### config.mk
export PLATFORM = sky130hd
export DESIGN_NAME = serial_byte_receiver
export DESIGN_NICKNAME = d
export VERILOG_FILES = /design/src/rtl/serial_pkg.sv /design/src/rtl/rx_shift.sv /design/src/rtl/serial_byte_receiver.sv
export SDC_FILE = /design/constraint.sdc
export NUM_CORES = 1
export LEC_CHECK = 0
export ABC_CLOCK_PERIOD_IN_PS = 1400
export BUFFER_PORTS_ARGS = -buffer_cell sky130_fd_sc_hd__buf_2
export CAP_MARGIN = 20
export CORE_ASPECT_RATIO = 0.6
export CORE_MARGIN = 2
export CORE_UTILIZATION = 40
export DETAILED_ROUTE_END_ITERATION = 8
export HOLD_SLACK_MARGIN = 0.1
export SLEW_MARGIN = 10
export SYNTH_ARGS = -nofsm -noshare
export SYNTH_HDL_FRONTEND = slang
export SYNTH_HIERARCHICAL = 1
export SYNTH_SLANG_ARGS = --single-unit
export TNS_END_PERCENT = 20
### constraint.sdc
create_clock -name c -period 1.4 [get_ports c]
set_input_delay 0.21 -clock c [delete_from_list [all_inputs] [get_ports c]]
set_output_delay 0.21 -clock c [all_outputs]
set_load 0.02 [all_outputs]
### src/rtl/serial_pkg.sv
// Shared definitions for the serial byte link (receiver and matching transmitter).
package serial_pkg;

    localparam int DATA_BITS_DEFAULT = 8;

    typedef enum logic [1:0] {
        IDLE      = 2'd0,
        DATA      = 2'd1,
        STOP      = 2'd2,
        WAIT_HIGH = 2'd3
    } rx_state_t;

endpackage

### src/rtl/rx_shift.sv
// Serial-in/parallel-out register: new bit enters at the MSB and the word moves toward the LSB,
// so after DATA_BITS shifts an LSB-first stream sits in natural bit order.
module rx_shift #(
    parameter int DATA_BITS = 8
) (
    input  logic                 clk,
    input  logic                 rst,
    input  logic                 shift_en,
    input  logic                 din,
    output logic [DATA_BITS-1:0] data
);

    logic [DATA_BITS-1:0] sr_q;
    logic [DATA_BITS-1:0] sr_d;

    generate
        if (DATA_BITS == 1) begin : g_single
            always_comb begin
                sr_d = sr_q;
                if (shift_en) sr_d = din;
            end
        end else begin : g_multi
            always_comb begin
                sr_d = sr_q;
                if (shift_en) sr_d = {din, sr_q[DATA_BITS-1:1]};
            end
        end
    endgenerate

    always_ff @(posedge clk or posedge rst) begin
        if (rst) sr_q <= '0;
        else     sr_q <= sr_d;
    end

    assign data = sr_q;

endmodule

### src/rtl/serial_byte_receiver.sv
// Tick-sampled asynchronous-style byte receiver with a valid/ready output register,
// single-cycle framing-error pulse and a sticky overrun flag.
module serial_byte_receiver
    import serial_pkg::*;
#(
    parameter int DATA_BITS = DATA_BITS_DEFAULT
) (
    input  logic                 c,
    input  logic                 rst,
    input  logic                 tick,
    input  logic                 i,
    input  logic                 ready,
    output logic [DATA_BITS-1:0] q,
    output logic                 valid,
    output logic                 frame_err,
    output logic                 overrun
);

    localparam int               CNT_W    = $clog2(DATA_BITS) + 1;
    localparam logic [CNT_W-1:0] LAST_BIT = CNT_W'(DATA_BITS - 1);

    rx_state_t            state_q, state_d;
    logic [CNT_W-1:0]     cnt_q, cnt_d;
    logic [DATA_BITS-1:0] q_q, q_d;
    logic                 valid_q, valid_d;
    logic                 frame_err_q, frame_err_d;
    logic                 overrun_q, overrun_d;
    logic [DATA_BITS-1:0] sr;
    logic                 shift_en;
    logic                 stop_tick;
    logic                 load;

    rx_shift #(.DATA_BITS(DATA_BITS)) u_shift (
        .clk      (c),
        .rst      (rst),
        .shift_en (shift_en),
        .din      (i),
        .data     (sr)
    );

    always_ff @(posedge c or posedge rst) begin
        if (rst) state_q <= IDLE;
        else     state_q <= state_d;
    end

    always_comb begin
        state_d = state_q;
        if (tick) begin
            case (state_q)
                IDLE:      if (!i) state_d = DATA;
                DATA:      if (cnt_q == LAST_BIT) state_d = STOP;
                STOP:      state_d = i ? IDLE : WAIT_HIGH;
                WAIT_HIGH: if (i) state_d = IDLE;
                default:   state_d = IDLE;
            endcase
        end
    end

    always_comb begin
        cnt_d     = cnt_q;
        shift_en  = 1'b0;
        stop_tick = (state_q == STOP) && tick;
        // A completed byte may replace q only if q is empty or being consumed on this same edge.
        load      = stop_tick && i && (!valid_q || ready);

        if (tick && (state_q == IDLE) && !i) cnt_d = '0;
        if (tick && (state_q == DATA)) begin
            shift_en = 1'b1;
            cnt_d    = cnt_q + CNT_W'(1);
        end

        q_d = load ? sr : q_q;
        if (load)                 valid_d = 1'b1;
        else if (valid_q && ready) valid_d = 1'b0;
        else                      valid_d = valid_q;

        overrun_d   = overrun_q | (stop_tick && i && !load);
        frame_err_d = stop_tick && !i;
    end

    always_ff @(posedge c or posedge rst) begin
        if (rst) begin
            cnt_q       <= '0;
            q_q         <= '0;
            valid_q     <= 1'b0;
            frame_err_q <= 1'b0;
            overrun_q   <= 1'b0;
        end else begin
            cnt_q       <= cnt_d;
            q_q         <= q_d;
            valid_q     <= valid_d;
            frame_err_q <= frame_err_d;
            overrun_q   <= overrun_d;
        end
    end

    assign q         = q_q;
    assign valid     = valid_q;
    assign frame_err = frame_err_q;
    assign overrun   = overrun_q;

endmodule

==> flow_summary.json, run 1 <==
{
  "fmax_mhz": 745,
  "core_sq_um": 2570,
  "ioPinCount": 16,
  "drc": 0,
  "avgSynthCellArea_sq_um": 14.4,
  "fp-row-count": 14,
  "start_kind": "flop",
  "cts_tree": "done",
  "dieWidth_um": 72.0,
  "design_area_sq_um": 1330,
  "critical_path.cell_chain": "nand3b_1 -> inv_2 -> mux2_4",
  "finalCritPeriodShare": 0.958,
  "worstHoldPathType": "input port to flop",
  "ys_warn_count": 6,
  "diodes": 0,
  "clock-sinks": 25,
  "clk_latency_ps": 270,
  "clock_path_buffers": 2,
  "vias_per_cell": 4.75,
  "crit_arrival_ps": 1500,
  "initial_core_util": 0.431,
  "syn-instance-count": 77,
  "grt_max_degree": 18,
  "synth_common_cells": "dfrtp_1 (25), mux2_4 (16), nand2_1 (6)",
  "dp_cells": 127,
  "drt_iter0_markers": 43,
  "yosysMostFrequentCell": "dfrtp_1",
  "synthesis.area_sq_um": 1110,
  "hold_viol": 0,
  "synth_edf_count": 0,
  "yosys.area.top_type_share": 0.563,
  "cp_slowest_cell": "dfrtp_1",
  "wl_per_cell_um": 14.1,
  "crit_required_ps": 1560,
  "relSlewSlack": 0.791,
  "grt.overflow.total": 0,
  "dpl-instance-area_sq_um": 1250,
  "cp-end-kind": "flop",
  "cp_max_fo": 10,
  "worstSetupPathType": "flop to flop",
  "p_leak_nw": 0.697,
  "vdd_drop_max_mv": 0.730,
  "via_count": 637,
  "drt-total-wl_mm": 1.89,
  "grt_pass1_wl_mm": 3.18,
  "port-buffer-count": 15,
  "final_cells": 134,
  "cts_max_level": 1,
  "synthDistinctLibCells": 24,
  "postRouteAntennaNets": 0,
  "fillCellCount": 229,
  "worstMarginPinSlew_ps": 314,
  "worst_path_dominant_cell_family": "flip-flops",
  "dp_hpwl_mm": 1.35,
  "first_pass_iters": 2,
  "synth_fp_nets": 83,
  "synth-seq-area-share": 0.563,
  "synthToLayoutAreaGrowth_pct": 19.9,
  "gp_congestion": 0.725,
  "grt_setup_unrepaired": "no",
  "total_power_w": 0.00260,
  "die_area_sq_um": 3230,
  "final_max_slew_viol_count": 0,
  "grt_usage": 0.135,
  "outcome": "finished, final reports clean",
  "finalWorstSetupSlack_ps": 58.5,
  "finalWorstPathRequiredPeriod_ps": 1340,
  "antenna_found_initial": 0,
  "final-setup-viol-count": 0,
  "cpPeakStageDelay_ps": 440,
  "preCtsSetupSlack_ps": 38.9,
  "tns_ps": 0,
  "drive_gt1_frac": 0.461,
  "worst-path-buf-inv": 1,
  "yosys-top-cells-area": "dfrtp_1 (56%), mux2_4 (22%), nand4b_4 (2.1%)",
  "nets": 109,
  "clk_pin_slew_worst_paths_ps": 90,
  "async_reset_ff_frac": 1.00,
  "clockRootBuffer": "clkbuf_8",
  "maxCapViolCount": 0,
  "synth_ff_type": "dfrtp_1",
  "cts_made_buffers": 3,
  "power_density_nw_per_um2": 1950,
  "die_h_um": 44.8,
  "yosys.area.top_type": "dfrtp_1",
  "fin_skew_ps": 0.649,
  "first_global_vias": 625,
  "yosys_register_bits": 25
}
==> where the power goes <==
part | switching (W) | internal (W)
Combinational | 0.000380 | 0.000555
Clock | 0.000238 | 0.000202
Sequential | 0.000227 | 0.000996
Total | 0.000845 | 0.00175
==> cells in the final DEF, fill, tap and decap left out, drive strengths merged <==
| cell | synthesis | layout |
|---|---|---|
| a21o | 1 | 1 |
| o21ai | 3 | 3 |
| clkinvlp | 0 | 1 |
| o21bai | 1 | 1 |
| dlygate4sd3 | 0 | 1 |
| nor2b | 4 | 4 |
| nand2b | 1 | 1 |
| nor3b | 1 | 1 |
| mux2i | 1 | 1 |
| nand4b | 1 | 1 |
| a21oi | 1 | 1 |
| mux2 | 16 | 16 |
| and4bb | 1 | 1 |
| a41oi | 1 | 1 |
| dfrtp | 25 | 25 |
| buf | 2 | 22 |
| inv | 5 | 5 |
| nor3 | 2 | 2 |
| nand2 | 6 | 6 |
| ha | 1 | 1 |
| nand3 | 1 | 1 |
| a31oi | 1 | 1 |
| nand3b | 1 | 1 |
| clkbuf | 0 | 3 |
| nor2 | 1 | 1 |
==> flip-flops by register name, indices dropped and copies added, names as in the netlist <==
register	count
u_shift/data	8
frame_err	1
state_q	2
overrun	1
cnt_q	4
valid	1
q	8
==> final timing paths <==
kind,start,end,slack [ps],cells past startpoint
hold reg to reg,overrun,overrun,500,1
min in group asynchronous,rst,u_shift/data[2],430,3
hold / removal,i,frame_err,200,2
setup / recovery,state_q[1],u_shift/data[4],60,3
max in group asynchronous,rst,valid,710,4
setup reg to reg,state_q[1],u_shift/data[4],60,3
==> stage by stage <==
step,util,hold slack [ps]
after global routing,0.517,207
after global placement,0.487,170
after CTS,0.510,188
after floorplan,-,25.7
after detailed placement,0.487,182
final,0.517,203
==> metal layers <==
metal  GRT usage  share of wire
met3      0.0469          0.045
met4      0.0340              0
met1       0.195           0.54
met2       0.194           0.41
met5           0              0
==> final cells by class <==
cell class | instances | area (sq um) | share of cell area
clock buffer | 3 | 41.3 | 0.0310
clock inverter | 1 | 7.51 | 0.00563
multi-input combinational | 45 | 449 | 0.337
tap | 32 | 40.0 | 0.0300
inverter | 5 | 18.8 | 0.0141
timing repair buffer | 23 | 150 | 0.113
sequential | 25 | 626 | 0.469
==> cells by family (layout without fill, tap and decap cells) <==
kind of cell    count (synthesis)  count (layout)  synth area share
compound gates                  8               8            0.0450
mux                            17              17             0.225
fa+ha+maj                       1               1            0.0113
flops                          25              25             0.563
buf+inv                         7              32            0.0372
simple gates                   19              19             0.118
==> what timing repair did <==
| item | in CTS | in global routing |
|---|---|---|
| setup endpoints to repair | 0 | 8 |
| hold buffers | 1 | 0 |
| buffers inserted | 0 | 2 |
| hold endpoints to repair | 25 | 0 |
| resized for setup | 0 | 1 |
Note: power is estimated with default switching activity, not from simulation.
==> inputs of run 2 (changes only) <==
- CORE_MARGIN: 2 -> default
==> run 2 against run 1 <==
Compared with the run above:
- sequential share of layout area grew 0.63 points
- setup slack lost 24 ps
- utilization shrank 0.68 points
- via count is 2.2% higher
- flip-flop and latch count stayed put
- largest cell class unchanged
- cell count fell by 1.5%
- maximum frequency is 1.7% lower
- register-to-register slack worse by 20 ps
- highest routed layer is now met4
- clock power about the same
- largest power group unchanged
- design area fell by 1.3%
- critical endpoint is now u_shift/data[5]
==> flow_summary.json, run 2 (synthesis results as in run 1) <==
{
  "dp_hpwl_mm": 1.36,
  "dp_cells": 127,
  "worstSetupPathType": "flop to flop",
  "gp_congestion": 0.775,
  "clk_latency_ps": 270,
  "holdWs_ps": 191,
  "drt-total-wl_mm": 1.87,
  "mostFrequentLayoutCells": "dfrtp_1 (25), mux2_4 (16), buf_2 (15), nand2_1 (6)",
  "r2r_start": "state_q[1]",
  "core_sq_um": 2570,
  "grt_usage": 0.152,
  "tns_ps": 0,
  "cp_slowest_cell": "dfrtp_1",
  "endpoint": "u_shift/data[5]",
  "crit_arrival_ps": 1520,
  "cts_max_level": 1,
  "finalWorstPathRequiredPeriod_ps": 1370,
  "min_from": "i",
  "cp-startpoint": "state_q[1]",
  "worstMarginPinSlew_ps": 321,
  "antenna_found_initial": 0,
  "grt_pass1_wl_mm": 3.40,
  "p_leak_nw": 0.681,
  "vias_per_cell": 4.93,
  "finalWorstSetupSlack_ps": 34.9,
  "maxCapViolCount": 0,
  "crit_cells": 3,
  "initial_core_util": 0.431,
  "synthToLayoutAreaGrowth_pct": 18.4,
  "fp-row-count": 14,
  "cp-end-kind": "flop",
  "wl_per_cell_um": 14.2,
  "drc": 0,
  "die_area_sq_um": 3000,
  "preCtsSetupSlack_ps": 43.2,
  "vdd_drop_max_mv": 0.908,
  "fin_skew_ps": 15.3,
  "drt_iter0_markers": 56,
  "power_density_nw_per_um2": 1980,
  "port-buffer-count": 15,
  "clockRootBuffer": "clkbuf_8",
  "dieWidth_um": 70.0,
  "ioPinCount": 16,
  "first_global_vias": 671,
  "final-setup-viol-count": 0,
  "worstHoldPathType": "input port to flop",
  "worst_path_dominant_cell_family": "flip-flops",
  "final_common_cell": "dfrtp_1",
  "cts_tree": "done",
  "reg2reg_to": "u_shift/data[5]",
  "drive_gt1_frac": 0.450,
  "clock-sinks": 25,
  "diodes": 0,
  "dpl-instance-area_sq_um": 1250,
  "multi_input_area_sq_um": 444,
  "worst-path-buf-inv": 1,
  "design_area_sq_um": 1320,
  "grt_setup_unrepaired": "no",
  "cp_max_fo": 10,
  "cts_made_buffers": 3,
  "final_cells": 132,
  "final_max_slew_viol_count": 0,
  "finalCritPeriodShare": 0.975,
  "clk_pin_slew_worst_paths_ps": 100,
  "critical_path.cell_chain": "nand3b_1 -> inv_4 -> mux2_4",
  "cpPeakStageDelay_ps": 430,
  "die_h_um": 42.8,
  "outcome": "finished, final reports clean",
  "crit_required_ps": 1550,
  "seq_area_sq_um": 626,
  "relSlewSlack": 0.786,
  "clock_path_buffers": 2,
  "reg2reg_slack_ps": 30,
  "postRouteAntennaNets": 0,
  "nets": 107,
  "grt.overflow.total": 0,
  "hold_viol": 0,
  "ff2ff_path_depth": 3,
  "start_kind": "flop",
  "via_count": 651,
  "fillCellCount": 224,
  "first_pass_iters": 4,
  "grt_max_degree": 16,
  "fmax_mhz": 733
}
run 2: changes by cell type in the layout (fill, tap and decap cells not counted):
cell	delta
nor2b_4	-1
buf_4	-2
nor2b_2	+1
inv_2	-1
inv_4	+1
run 2: per-stage QoR:
step	power (W)	util
6_report	0.00260	0.511
5_1_grt	0.00279	0.511
4_1_cts	0.00261	0.510
3_5_place_dp	0.00216	0.487
3_3_place_gp	0.00214	0.487
2_1_floorplan	0.00191	-
run 2: how the worst min path moves through the flow:
stage                            endpoint  cells past startpoint
after floorplan           u_shift/data[0]                      1
after global placement               q[4]                      2
after detailed placement             q[4]                      2
after CTS                       frame_err                      2
after global routing            frame_err                      2
final                           frame_err                      2
run 2: routing by layer:
metal / wire length (um) / GRT usage / vias to the layer above
li1: - / - / 310
met1: 1040 / 0.239 / 316
met2: 700 / 0.188 / 23
met3: 116 / 0.0523 / 2
met4: 18 / 0.0520 / 0
met5: 0 / 0 / -
run 2: power breakdown:
group	total (W)	switching, W	internal [W]	leakage [nW]
sequential	0.00123	0.000231	0.000996	0.317
clock	0.000438	0.000236	0.000202	0.0217
combinational	0.000934	0.000391	0.000543	0.343
total	0.00260	0.000858	0.00174	0.681
run 2: timing repair:
action	4_1_cts	5_1_grt
endpoints found under the setup margin	0	9
hold endpoints to repair	14	0
resized for setup	0	1
buffers inserted	0	0
hold buffers	1	0
run 2: layout make-up:
cell class / count / area share
clock inverters: 1 / 0.00571
flip-flops and latches: 25 / 0.476
clock buffers: 3 / 0.0314
repair buffers: 21 / 0.103
inverters: 5 / 0.0162
multi-input cells: 45 / 0.338
well taps: 32 / 0.0304
==> inputs of run 3 (changes only) <==
--- a/constraint.sdc
+++ b/constraint.sdc
@@ -3,2 +3,2 @@
 set_output_delay 0.21 -clock c [all_outputs]
-set_load 0.02 [all_outputs]
+set_load 0.1 [all_outputs]
==> run 3 against run 2 <==
Compared with the run above:
- die area stayed put
- combinational power rose by 50%
- critical path depth shrank 2
- register-to-register slack improved by 40 ps
==> flow_summary.json, run 3 (synthesis results as in run 1) <==
{
  "tns_ps": 0,
  "final_max_slew_viol_count": 0,
  "mostFrequentLayoutCells": "dfrtp_1 (24), mux2_4 (16), buf_2 (15), nand2_1 (6)",
  "dieWidth_um": 70.0,
  "cp-startpoint": "valid",
  "finalWorstPathRequiredPeriod_ps": 1320,
  "cts_made_buffers": 3,
  "whs_path_depth": 2,
  "grt.overflow.total": 0,
  "critical_path.cell_chain": "buf_2",
  "wl_per_cell_um": 14.3,
  "cp_slowest_cell": "dfrtp_4",
  "dpl-instance-area_sq_um": 1250,
  "seq_area_sq_um": 629,
  "reg2reg_slack_ps": 80,
  "grt_max_degree": 14,
  "drc": 0,
  "cts_tree": "done",
  "antenna_found_initial": 0,
  "postRouteAntennaNets": 0,
  "fp-row-count": 14,
  "r2r_start": "state_q[1]",
  "fin_skew_ps": 4.11,
  "drt_iter0_markers": 25,
  "worstSetupPathType": "flop to output pin",
  "ff2ff_path_depth": 4,
  "multi_input_area_sq_um": 457,
  "via_count": 651,
  "dp_hpwl_mm": 1.40,
  "worst-path-buf-inv": 1,
  "crit_required_ps": 1190,
  "clockRootBuffer": "clkbuf_8",
  "drive_gt1_frac": 0.460,
  "port-buffer-count": 15,
  "drt-total-wl_mm": 1.89,
  "final_common_cell": "dfrtp_1",
  "design_area_sq_um": 1330,
  "holdPathEnd": "frame_err",
  "finalCritPeriodShare": 0.944,
  "cpPeakStageDelay_ps": 430,
  "start_kind": "flop",
  "cp_max_fo": 2,
  "grt_setup_unrepaired": "yes",
  "hold_viol": 0,
  "die_h_um": 42.8,
  "nets": 107,
  "cp-end-kind": "output pin",
  "first_pass_iters": 4,
  "grt_usage": 0.147,
  "clk_pin_slew_worst_paths_ps": 80,
  "finish.utilization": 0.516,
  "worstMarginPinSlew_ps": 487,
  "power_density_nw_per_um2": 2290,
  "fillCellCount": 215,
  "first_global_vias": 670,
  "grt_pass1_wl_mm": 3.26,
  "p_leak_nw": 0.693,
  "clock-sinks": 25,
  "gp_congestion": 0.694,
  "cts_max_level": 1,
  "die_area_sq_um": 3000,
  "clock_path_buffers": 2,
  "worstHoldPathType": "input port to flop",
  "reg2reg_to": "state_q[0]",
  "core_sq_um": 2570,
  "initial_core_util": 0.431,
  "maxCapViolCount": 0,
  "ioPinCount": 16,
  "final-setup-viol-count": 0,
  "fmax_mhz": 757,
  "synthToLayoutAreaGrowth_pct": 19.5,
  "vias_per_cell": 4.93,
  "outcome": "finished, final reports clean",
  "vdd_drop_max_mv": 1.08,
  "worst_path_dominant_cell_family": "flip-flops",
  "clk_latency_ps": 260,
  "relSlewSlack": 0.678,
  "diodes": 0,
  "min_from": "i",
  "crit_arrival_ps": 1110
}
[run 3: cell types whose count changed in the layout (fill, tap and decap cells not counted), sizes merged]
cell | before | now
clkinvlp | 1 | 0
clkbuf | 3 | 4
[run 3: layout make-up]
class / instances / share of cell area
clock buffers: 4 / 0.0339
inverters: 5 / 0.0160
multi-input cells: 45 / 0.344
flip-flops and latches: 25 / 0.474
well taps: 32 / 0.0302
repair buffers: 21 / 0.102
[run 3: per-layer routing]
metal,GRT usage,part of all wire,up-vias
li1,-,-,317
met1,0.202,0.51,315
met2,0.223,0.44,17
met3,0.0499,0.045,2
met4,0.0360,0.0058,0
met5,0,0,-
[run 3: stage by stage]
| step | hold WS (ps) | setup WS (ps) | power [W] | cells |
|---|---|---|---|---|
| finish | 214 | 78.8 | 0.00303 | 132 |
| global route | 213 | 1.50 | 0.00320 | 132 |
| CTS | 205 | 11.3 | 0.00306 | 131 |
| detailed placement | 199 | 20.8 | 0.00263 | 126 |
| global placement | 182 | 64.4 | 0.00259 | 126 |
| floorplan | 25.7 | -26.5 | 0.00236 | 77 |
[run 3: worst max path at each step]
stage            endpoint  slack (ps)  cells past startpoint
6_report            valid          80                      1
5_1_grt        state_q[0]           1                      4
4_1_cts              q[4]          10                      3
3_5_place_dp         q[1]          20                      3
3_3_place_gp         q[3]          60                      3
2_1_floorplan        q[0]         -30                      4
[run 3: where the power goes]
| group | switching, W | internal [W] |
|---|---|---|
| sequential | 0.000229 | 0.000998 |
| clock | 0.000206 | 0.000203 |
| combinational | 0.000852 | 0.000546 |
| total | 0.00129 | 0.00175 |
[run 3: timing repair]
item	CTS	global route
buffers inserted	0	1
hold buffers	1	0
resized for setup	0	1
endpoints found under the setup margin	0	9
endpoints found under the hold margin	18	0
